**src/rtl/sy_pkg.sv**
```systemverilog
// Shared types for the fetch/decode front end.
package sy_pkg;
  localparam int AWTH = 39;
  localparam int IWTH = 32;

  localparam logic [63:0] INSTR_PAGE_FAULT = 64'd12;
  localparam logic [63:0] ILLEGAL_INSTR    = 64'd2;

  typedef struct packed {
    logic        valid;
    logic [63:0] cause;
    logic [63:0] tval;
  } exception_t;

  typedef struct packed {
    logic [IWTH-1:0] instr;
    logic [AWTH-1:0] pc;
    logic            ex;
  } qentry_t;
endpackage

```
**src/rtl/sy_ppl_compress_dec.sv**
```systemverilog
// RVC expander: rewrites a compressed instruction into its 32-bit form.
// Encodings outside the supported base subset are reported as illegal.
module sy_ppl_compress_dec (
  input  logic [31:0] instr_i,
  output logic [31:0] instr_o,
  output logic        illegal_o,
  output logic        is_compressed_o
);
  always_comb begin
    instr_o         = instr_i;
    illegal_o       = 1'b0;
    is_compressed_o = instr_i[1:0] != 2'b11;
    if (is_compressed_o) begin
      instr_o = {16'b0, instr_i[15:0]};
      case ({instr_i[1:0], instr_i[15:13]})
        5'b00_000: begin // c.addi4spn; zero immediate is the canonical illegal word
          instr_o   = {2'b0, instr_i[10:7], instr_i[12:11], instr_i[5], instr_i[6], 2'b00,
                       5'd2, 3'b000, 2'b01, instr_i[4:2], 7'b0010011};
          illegal_o = instr_i[12:5] == 8'b0;
        end
        5'b00_010: instr_o = {5'b0, instr_i[5], instr_i[12:10], instr_i[6], 2'b00,
                              2'b01, instr_i[9:7], 3'b010, 2'b01, instr_i[4:2], 7'b0000011};
        5'b00_110: instr_o = {5'b0, instr_i[5], instr_i[12], 2'b01, instr_i[4:2],
                              2'b01, instr_i[9:7], 3'b010, instr_i[11:10], instr_i[6], 2'b00,
                              7'b0100011};
        5'b01_000: instr_o = {{6{instr_i[12]}}, instr_i[12], instr_i[6:2], instr_i[11:7],
                              3'b000, instr_i[11:7], 7'b0010011};
        5'b01_010: instr_o = {{6{instr_i[12]}}, instr_i[12], instr_i[6:2], 5'd0,
                              3'b000, instr_i[11:7], 7'b0010011};
        5'b01_101: instr_o = {instr_i[12], instr_i[8], instr_i[10:9], instr_i[6], instr_i[7],
                              instr_i[2], instr_i[11], instr_i[5:3], instr_i[12],
                              {8{instr_i[12]}}, 5'd0, 7'b1101111};
        5'b10_000: instr_o = {6'b0, instr_i[12], instr_i[6:2], instr_i[11:7], 3'b001,
                              instr_i[11:7], 7'b0010011};
        5'b10_100: begin
          if (instr_i[6:2] == 5'd0) begin
            if (instr_i[12] && instr_i[11:7] == 5'd0) instr_o = 32'h0010_0073;
            else begin
              instr_o   = {12'b0, instr_i[11:7], 3'b000, 4'b0, instr_i[12], 7'b1100111};
              illegal_o = !instr_i[12] && instr_i[11:7] == 5'd0;
            end
          end else begin
            instr_o = {7'b0, instr_i[6:2], instr_i[12] ? instr_i[11:7] : 5'd0, 3'b000,
                       instr_i[11:7], 7'b0110011};
          end
        end
        default: illegal_o = 1'b1;
      endcase
    end
  end
endmodule

```
**src/rtl/sy_ppl_instr_queue_mw.sv**
```systemverilog
// Multi-lane fetch->decode instruction queue: compacts valid fetch lanes into
// a circular buffer and presents an in-order prefix of entries to decode.
module sy_ppl_instr_queue_mw
  import sy_pkg::*;
#(
  parameter int FETCH_WIDTH = 2,
  parameter int DEC_WIDTH   = 2,
  parameter int DEPTH       = 8
) (
  input  logic                                 clk_i,
  input  logic                                 rst_ni,
  input  logic                                 flush_i,
  input  logic [FETCH_WIDTH-1:0]               fet_valid_i,
  input  logic [FETCH_WIDTH-1:0][63:0]         fet_addr_i,
  input  logic [FETCH_WIDTH-1:0][31:0]         fet_instr_i,
  input  logic [FETCH_WIDTH-1:0]               fet_ex_i,
  output logic                                 ready_o,
  output logic [DEC_WIDTH-1:0]                 dec_valid_o,
  input  logic [DEC_WIDTH-1:0]                 dec_ready_i,
  output logic [DEC_WIDTH-1:0][AWTH-1:0]       dec_pc_o,
  output logic [DEC_WIDTH-1:0][AWTH-1:0]       dec_npc_o,
  output logic [DEC_WIDTH-1:0][IWTH-1:0]       dec_instr_o,
  output logic [DEC_WIDTH-1:0]                 dec_is_compressed_o,
  output exception_t [DEC_WIDTH-1:0]           dec_ex_o,
  output logic [$clog2(DEPTH):0]               usage_o
);
  localparam int PW = $clog2(DEPTH);
  localparam int CW = PW + 1;

  qentry_t                       mem [DEPTH];
  logic [PW-1:0]                 head, tail;
  logic [CW-1:0]                 count, n_push, n_pop;
  logic [FETCH_WIDTH-1:0][CW-1:0] offs;
  logic                          push, pop_run;
  logic                          unused_addr;

  assign unused_addr = ^fet_addr_i;
  assign ready_o     = (CW'(DEPTH) - count) >= CW'(FETCH_WIDTH);
  assign usage_o     = count;
  assign push        = ready_o && |fet_valid_i && !flush_i;

  // Exclusive prefix popcount gives each valid lane its slot past tail.
  always_comb begin
    n_push = '0;
    for (int l = 0; l < FETCH_WIDTH; l++) begin
      offs[l] = n_push;
      n_push  = n_push + CW'(fet_valid_i[l]);
    end
  end

  // A ready gap ends the pop run; later lanes stay queued.
  always_comb begin
    n_pop   = '0;
    pop_run = 1'b1;
    for (int i = 0; i < DEC_WIDTH; i++) begin
      pop_run = pop_run && dec_valid_o[i] && dec_ready_i[i];
      n_pop   = n_pop + CW'(pop_run);
    end
  end

  always_ff @(posedge clk_i) begin
    if (push)
      for (int l = 0; l < FETCH_WIDTH; l++)
        if (fet_valid_i[l])
          mem[tail + PW'(offs[l])] <= '{instr: fet_instr_i[l],
                                        pc:    fet_addr_i[l][AWTH-1:0],
                                        ex:    fet_ex_i[l]};
  end

  always_ff @(posedge clk_i or negedge rst_ni) begin
    if (!rst_ni) begin
      head  <= '0;
      tail  <= '0;
      count <= '0;
    end else if (flush_i) begin
      head  <= '0;
      tail  <= '0;
      count <= '0;
    end else begin
      head  <= head + PW'(n_pop);
      if (push) tail <= tail + PW'(n_push);
      count <= count + (push ? n_push : '0) - n_pop;
    end
  end

  for (genvar i = 0; i < DEC_WIDTH; i++) begin : g_lane
    qentry_t         ent;
    logic [IWTH-1:0] xp;
    logic            ill, is_c;
    exception_t      lane_ex;

    assign ent = mem[head + PW'(i)];

    sy_ppl_compress_dec u_dec (
      .instr_i         (ent.instr),
      .instr_o         (xp),
      .illegal_o       (ill),
      .is_compressed_o (is_c)
    );

    assign dec_valid_o[i]         = (CW'(i) < count) && !flush_i;
    assign dec_pc_o[i]            = dec_valid_o[i] ? ent.pc : '0;
    assign dec_npc_o[i]           = dec_valid_o[i] ? ent.pc + (is_c ? AWTH'(2) : AWTH'(4)) : '0;
    assign dec_instr_o[i]         = dec_valid_o[i] ? xp : '0;
    assign dec_is_compressed_o[i] = dec_valid_o[i] && is_c;
    assign dec_ex_o[i]            = lane_ex;

    // A fetch fault outranks an illegal-encoding report.
    always_comb begin
      lane_ex = '0;
      if (dec_valid_o[i]) begin
        lane_ex.valid = ent.ex || (ill && is_c);
        lane_ex.cause = ent.ex ? INSTR_PAGE_FAULT : ILLEGAL_INSTR;
        lane_ex.tval  = ent.ex ? 64'(ent.pc) : 64'(ent.instr[15:0]);
      end
    end
  end
endmodule

```
**config.mk**
```make
export PLATFORM = sky130hd
export DESIGN_NAME = sy_ppl_instr_queue_mw
export DESIGN_NICKNAME = d
export VERILOG_FILES = /design/src/rtl/sy_pkg.sv /design/src/rtl/sy_ppl_compress_dec.sv /design/src/rtl/sy_ppl_instr_queue_mw.sv
export SDC_FILE = /design/constraint.sdc
export NUM_CORES = 1
export LEC_CHECK = 0
export CAP_MARGIN = 20
export CORE_ASPECT_RATIO = 1.5
export CORE_MARGIN = 2
export CORE_UTILIZATION = 45
export DETAILED_ROUTE_END_ITERATION = 10
export HOLD_SLACK_MARGIN = 0.1
export PLACE_DENSITY = 0.75
export SYNTH_ARGS = -nofsm -noshare
export SYNTH_HDL_FRONTEND = slang
export SYNTH_SLANG_ARGS = --single-unit
```
**constraint.sdc**
```tcl
create_clock -name clk_i -period 9.4 [get_ports clk_i]
set_clock_uncertainty 0.05 [all_clocks]
set_input_delay 2.82 -clock clk_i [delete_from_list [all_inputs] [get_ports clk_i]]
set_output_delay 2.82 -clock clk_i [all_outputs]
set_load 0.05 [all_outputs]
```
### Yosys cells after proc, flatten, opt, wreduce, memory -nomap -nowiden

Memories as Yosys holds them, arrays and structs flattened.
Cells that the tools add are included.

* register bits: 10
* RAM bits: 576
* input port bits: 201
* output and inout bits: 487
* logic and storage cells: 109
* memories: 1

Memories
* mem: words 8, width 72, read ports 2, clocked after Yosys merged registers in 0, write ports 2, RTL line sy_ppl_instr_queue_mw.sv:30 `qentry_t mem [DEPTH];`

* add/subtract/negate cells: 11
* magnitude comparators: 3
* eq/ne operators: 16
* multiplexer cells: 43
* reduce and logical (&&, ||, !) cells: 32

Operator list (number)
* 32-bit one-hot mux with 8 select lines: 2
* 129-bit two-way mux: 2
* 39-bit two-way mux: 6
* 32-bit two-way mux: 4
* 39-bit by 3-bit adder with 39-bit output: 2
* 25-bit two-way mux: 2
* 21-bit two-way mux: 2
* 5-bit by 4-bit == test with 1-bit output, second input constant: 6
* 5-bit logical NOT: 6
* 5-bit == test, second input constant: 4
* 8-bit logical NOT: 2
* 1-bit logical AND: 15
* 3-bit two-way mux: 5
* 1-bit two-way mux: 12
* 4-bit two-way mux: 3
* 6-bit OR reduction: 2
* 5-bit by 2-bit == test with 1-bit output, second input constant: 2
* 5-bit by 3-bit == test with 1-bit output, second input constant: 2
* 5-bit two-way mux: 2
* 1-bit by 4-bit less-than comparator with 1-bit output, first input constant: 2
* 3-bit by 2-bit adder with 3-bit output: 2
* 1-bit one-hot mux with 3 select lines: 2
* 1-bit by 1-bit adder with 2-bit output: 2
* 4-bit by 2-bit adder with 4-bit output: 1
* other kinds (11): 15

### Logic depth before layout (Yosys ltp)

Gate-level depths: netlist of run 1.
An unclocked memory read counts as a cell.

* word-level depth: 11
* mapped depth: 20

### Hierarchy

From an unflattened synthesis of run 1, not the netlist that was laid out.

* cell total of the unflattened synthesis: 3151
* area total of the unflattened synthesis: 40866.7 µm²

Modules (own cells, without submodules)
* sy_ppl_instr_queue_mw: times used 1, cells each 2865, area an instance 39052.5 µm², seq. area each 17546.8 µm²
* sy_ppl_compress_dec: times used 2, cells each 143, area an instance 907.1 µm², seq. area each 0.0 µm²

### Worst setup path before layout of run 1

OpenSTA, ideal clock, no wires.

* kind: input port to flip-flop
* start: input port fet_valid_i[0]
* end: memory mem[1][0] (netlist name) (enable)
* setup time: 0.698 ns
* data arrival time: 10.999 ns
* required time: 8.652 ns
* slack: -2.347 ns
* cell stages on the path: 7
* path through: inv_1 > ha_1 > inv_1 > o31a_1 > nor2b_1 > nand2_1 > o41ai_1

RTL lines
* start, declared: RTL line sy_ppl_instr_queue_mw.sv:13 `input logic [FETCH_WIDTH-1:0] fet_valid_i,`
* end, declared: RTL line sy_ppl_instr_queue_mw.sv:30

==> flow_summary.yaml, run 1 <==
placed_design:
  placed_area_um2: 45800
  portBuffers: 465
  dpl.cell_count: 4432
  gp_congestion: 1.03
  hpwl_um: 102000
worst_setup_path:
  reg2reg_to: "mem[7][33]"
  critPathLaunchType: "flop"
  regToRegStartpoint: "usage_o[1]"
  reg2reg_slack_ns: 4.46
  worstSetupEndpoint: "dec_npc_o[77]"
  crit_type: "reg -> out"
  startpoint: "head[0]"
  reg2regPathDepth: 10
  required_ns: 6.53
  crit_path_end_kind: "output port"
  cp_max_fo: 35
  cp.arrival_ns: 6.27
finish:
  layout.cells.non_filler: 4570
  utilization_pct: 54.7
  drive_above_1_share_pct: 36.9
  final_nets: 3574
  design_area_um2: 47900
  syn2layout_area_growth_pct: 20.6
floorplan:
  core_area_um2: 87500
  die_height_um: 368
  start_util_pct: 45.4
  rows: 133
  die_x_um: 247
  io_pins: 688
  dieArea_um2: 90700
pwr:
  p_sw_mw: 6.41
  seqPwrFrac_pct: 24.4
  clkPwrFrac_pct: 17.9
  power_mw: 13.8
  p_comb_share_pct: 57.7
  p_int_mw: 7.35
  vdd_ir_drop_max_mv: 0.207
  switching_share_pct: 46.6
  powerDensity_nw_per_um2: 287
  leakage_nw: 15.8
timing:
  min_period_over_period_pct: 97.2
  min_period_ns: 9.14
  hold_viol_final: 0
  clock.fmax_ghz: 0.109
  max-slew-margin-rel_pct: 18.5
  rsz0062_at_grt: "false"
  worst_pin_slew_ns: 1.22
  finalMaxSlewViolations: 0
  setup_viol: 0
  fin_setup_tns_ns: 0
logic_synthesis:
  synth_seq_cells: 586
  synth_warnings: 0
  syn_area_um2: 39700
  synth.avg_cell_area_um2: 13.7
  synth_seq_area_share_pct: 44.2
  synth.distinct_cells: 81
  syn_inst: 2900
  synthArstFlopShare_pct: 1.71
  synth_edf_count: 576
  synth_flop_cell: "edfxtp_1"
cts:
  cts_hold_buf: 0
  cts-buffers-inserted: 56
  clk_pin_slew_ns: 0.07
  cts_tree: "yes"
  cts_sinks: 586
  cts_htree_levels: 2
  cts-root-buf: "clkbuf_16"
  clk_latency_ns: 0.66
  clk_path_buf_depth: 3
drt:
  avgRoutedWirePerCell_um: 32.7
  detail-route-antenna-nets: 0
  route.detailed.drc: 0
  wirelength_um: 150000
  drtIter0Drc: 3534
  num_vias: 29168
  firstDrtPassIters: 6
  vias_per_cell: 6.38
global_routing:
  grt_remaining_overflow: 0
  antenna_found_initial: 47
  grt_pass1_vias: 29035
  grt_pass1_wl_um: 211000
  grt_max_degree: 85
  grt_use_total_pct: 32.5
flow_run:
  drv_cap: 0
worst_hold_path:
  hp-class: "reg -> reg"
status:
  status: "complete, no violations"
## worst min-delay path by stage
stage                 start  endpoint  slack (ns)  depth (start not counted)
CTS                 tail[0]   tail[0]        0.59                          2
global placement    tail[0]   tail[0]        0.54                          2
floorplan           tail[0]   tail[0]        0.51                          2
detailed placement  tail[0]   tail[0]        0.57                          2
global route        tail[0]   tail[0]        0.62                          2
finish              tail[0]   tail[0]        0.60                          2
## critical path, cell delays in order, from the launching register on
cell and delay [ns]:
dfrtp_4 0.72, ha_4 0.62, mux4_2 0.40, mux2_2 0.42, nand2_1 0.46, clkinvlp_4 0.31
ha_1 0.34, a21oi_1 0.19, a211oi_1 0.27, buf_4 0.23, nand2_1 0.47, nor4_1 0.43
buf_4 0.23, xor2_1 0.08, nor2_1 0.20, buf_12 0.17
## Yosys cell counts (5+ instances only)
master    number  share of area [%]
mux2_2       626                 18
edfxtp_1     576                 44
nor2_1       301                2.8
mux4_2       278                 16
buf_4        194                3.7
mux2i_1      106                2.7
nand2_1       93               0.88
clkbuf_1      79               0.75
buf_2         66               0.83
a21oi_1       56               0.71
xor2_1        46                1.0
a211oi_1      39               0.74
nand3_1       37               0.47
nor3_1        31               0.39
o21ai_0       30               0.38
inv_1         29               0.27
nor4_1        22               0.35
buf_6         19               0.54
ha_1          19               0.60
xnor2_1       19               0.42
and2_1        14               0.22
a31oi_1       11               0.17
nand3b_1      11               0.21
dfrtp_1       10               0.63
and3_1         9               0.14
mux2_1         9               0.26
nand2b_1       9               0.14
nor2b_1        9               0.14
o211ai_1       9               0.17
nor4_2         8               0.25
a311oi_1       7               0.15
buf_1          7              0.066
o31ai_1        7               0.13
a221oi_1       6               0.13
a222oi_1       6               0.15
fa_1           6               0.30
or2_2          6              0.094
or3_1          6              0.094
nor3b_1        5              0.094
o31a_1         5               0.11
## sequential cells by signal, summed over array words and instances, names as in the netlist
register / count
head: 3
mem: 576
tail: 3
usage_o: 4
## power groups by stage
stage	clock (mW)	combinational, mW	sequential [mW]
CTS	2.47	7.83	3.35
global placement	0	7.77	3.39
finish	2.47	7.94	3.36
floorplan	0	4.90	3.39
detailed placement	0	7.81	3.41
global route	2.55	8.17	3.38
## final cells by class
type	count	area, um2
antenna	27	67.6
clock inverter	36	453
sequential	586	17600
inverter	32	124
tap	1147	1440
timing repair buffer	588	6230
multi-input combinational	2084	20500
clock buffer	70	1500
fill	7247	39600
## metal layers
layer | GRT usage [%] | vias up | wire length, um
li1 | - | 11941 | -
met1 | 38.7 | 14819 | 51500
met2 | 52.1 | 1908 | 71000
met3 | 7.02 | 464 | 14800
met4 | 23.4 | 36 | 12100
met5 | 0 | - | 207
## cell usage in the layout (no fill, tap or decap), types with 8 or more instances in the layout
cell / synthesis / routed
mux2_2: 626 / 626
edfxtp_1: 576 / 576
clkdlybuf4s50_1: 0 / 379
nor2_1: 301 / 299
mux4_2: 278 / 278
conb_1: 1 / 172
buf_4: 194 / 139
mux2i_1: 106 / 104
nand2_1: 93 / 87
buf_12: 1 / 69
clkbuf_16: 0 / 58
a21oi_1: 56 / 56
xor2_1: 46 / 46
a211oi_1: 39 / 39
nand3_1: 37 / 35
nor3_1: 31 / 31
o21ai_0: 30 / 30
inv_1: 29 / 28
diode_2: 0 / 27
nor4_1: 22 / 21
xnor2_1: 19 / 18
ha_1: 19 / 18
and2_1: 14 / 14
clkinv_1: 2 / 12
clkbuf_1: 79 / 12
a31oi_1: 11 / 11
nand3b_1: 11 / 11
bufinv_16: 0 / 10
nor2b_1: 9 / 9
mux2_1: 9 / 9
and3_1: 9 / 9
nor4_2: 8 / 9
o211ai_1: 9 / 9
nand2b_1: 9 / 9
clkinv_2: 0 / 8
## through the flow
step / setup WS, ns / hold slack, ns
after CTS: 0.0792 / 0.589
after detailed placement: 0.851 / 0.571
after floorplan: -2.35 / 0.511
final: 0.261 / 0.599
after global routing: 0.0609 / 0.619
after global placement: 0.786 / 0.540
## logic make-up after synthesis
family                   Yosys count  synth area share [%]
adder cells (fa/ha/maj)           25                 0.901
flip-flops                       586                  44.2
buffers and inverters            401                  6.31
AND/OR/NAND/NOR                  581                  6.72
other                              1               0.00944
AO/OA/AOI/OAI                    217                  3.77
XOR/XNOR                          66                  1.50
multiplexers                    1023                  36.6
## repair_timing
item | CTS | global route
setup endpoints to repair | 0 | 3
setup buffers | 0 | 4
gates resized for setup | 0 | 4
Power figures use the tool's default switching activity.
==> inputs of run 2 (changes only) <==
--- a/config.mk
+++ b/config.mk
@@ -12,6 +12,7 @@
 export DETAILED_ROUTE_END_ITERATION = 10
 export HOLD_SLACK_MARGIN = 0.1
 export PLACE_DENSITY = 0.75
+export SKIP_CTS_REPAIR_TIMING = 1
 export SYNTH_ARGS = -nofsm -noshare
 export SYNTH_HDL_FRONTEND = slang
 export SYNTH_SLANG_ARGS = --single-unit
==> results of run 2 <==
Same layout as run 1: the final DEF is identical, and so are final timing and power.
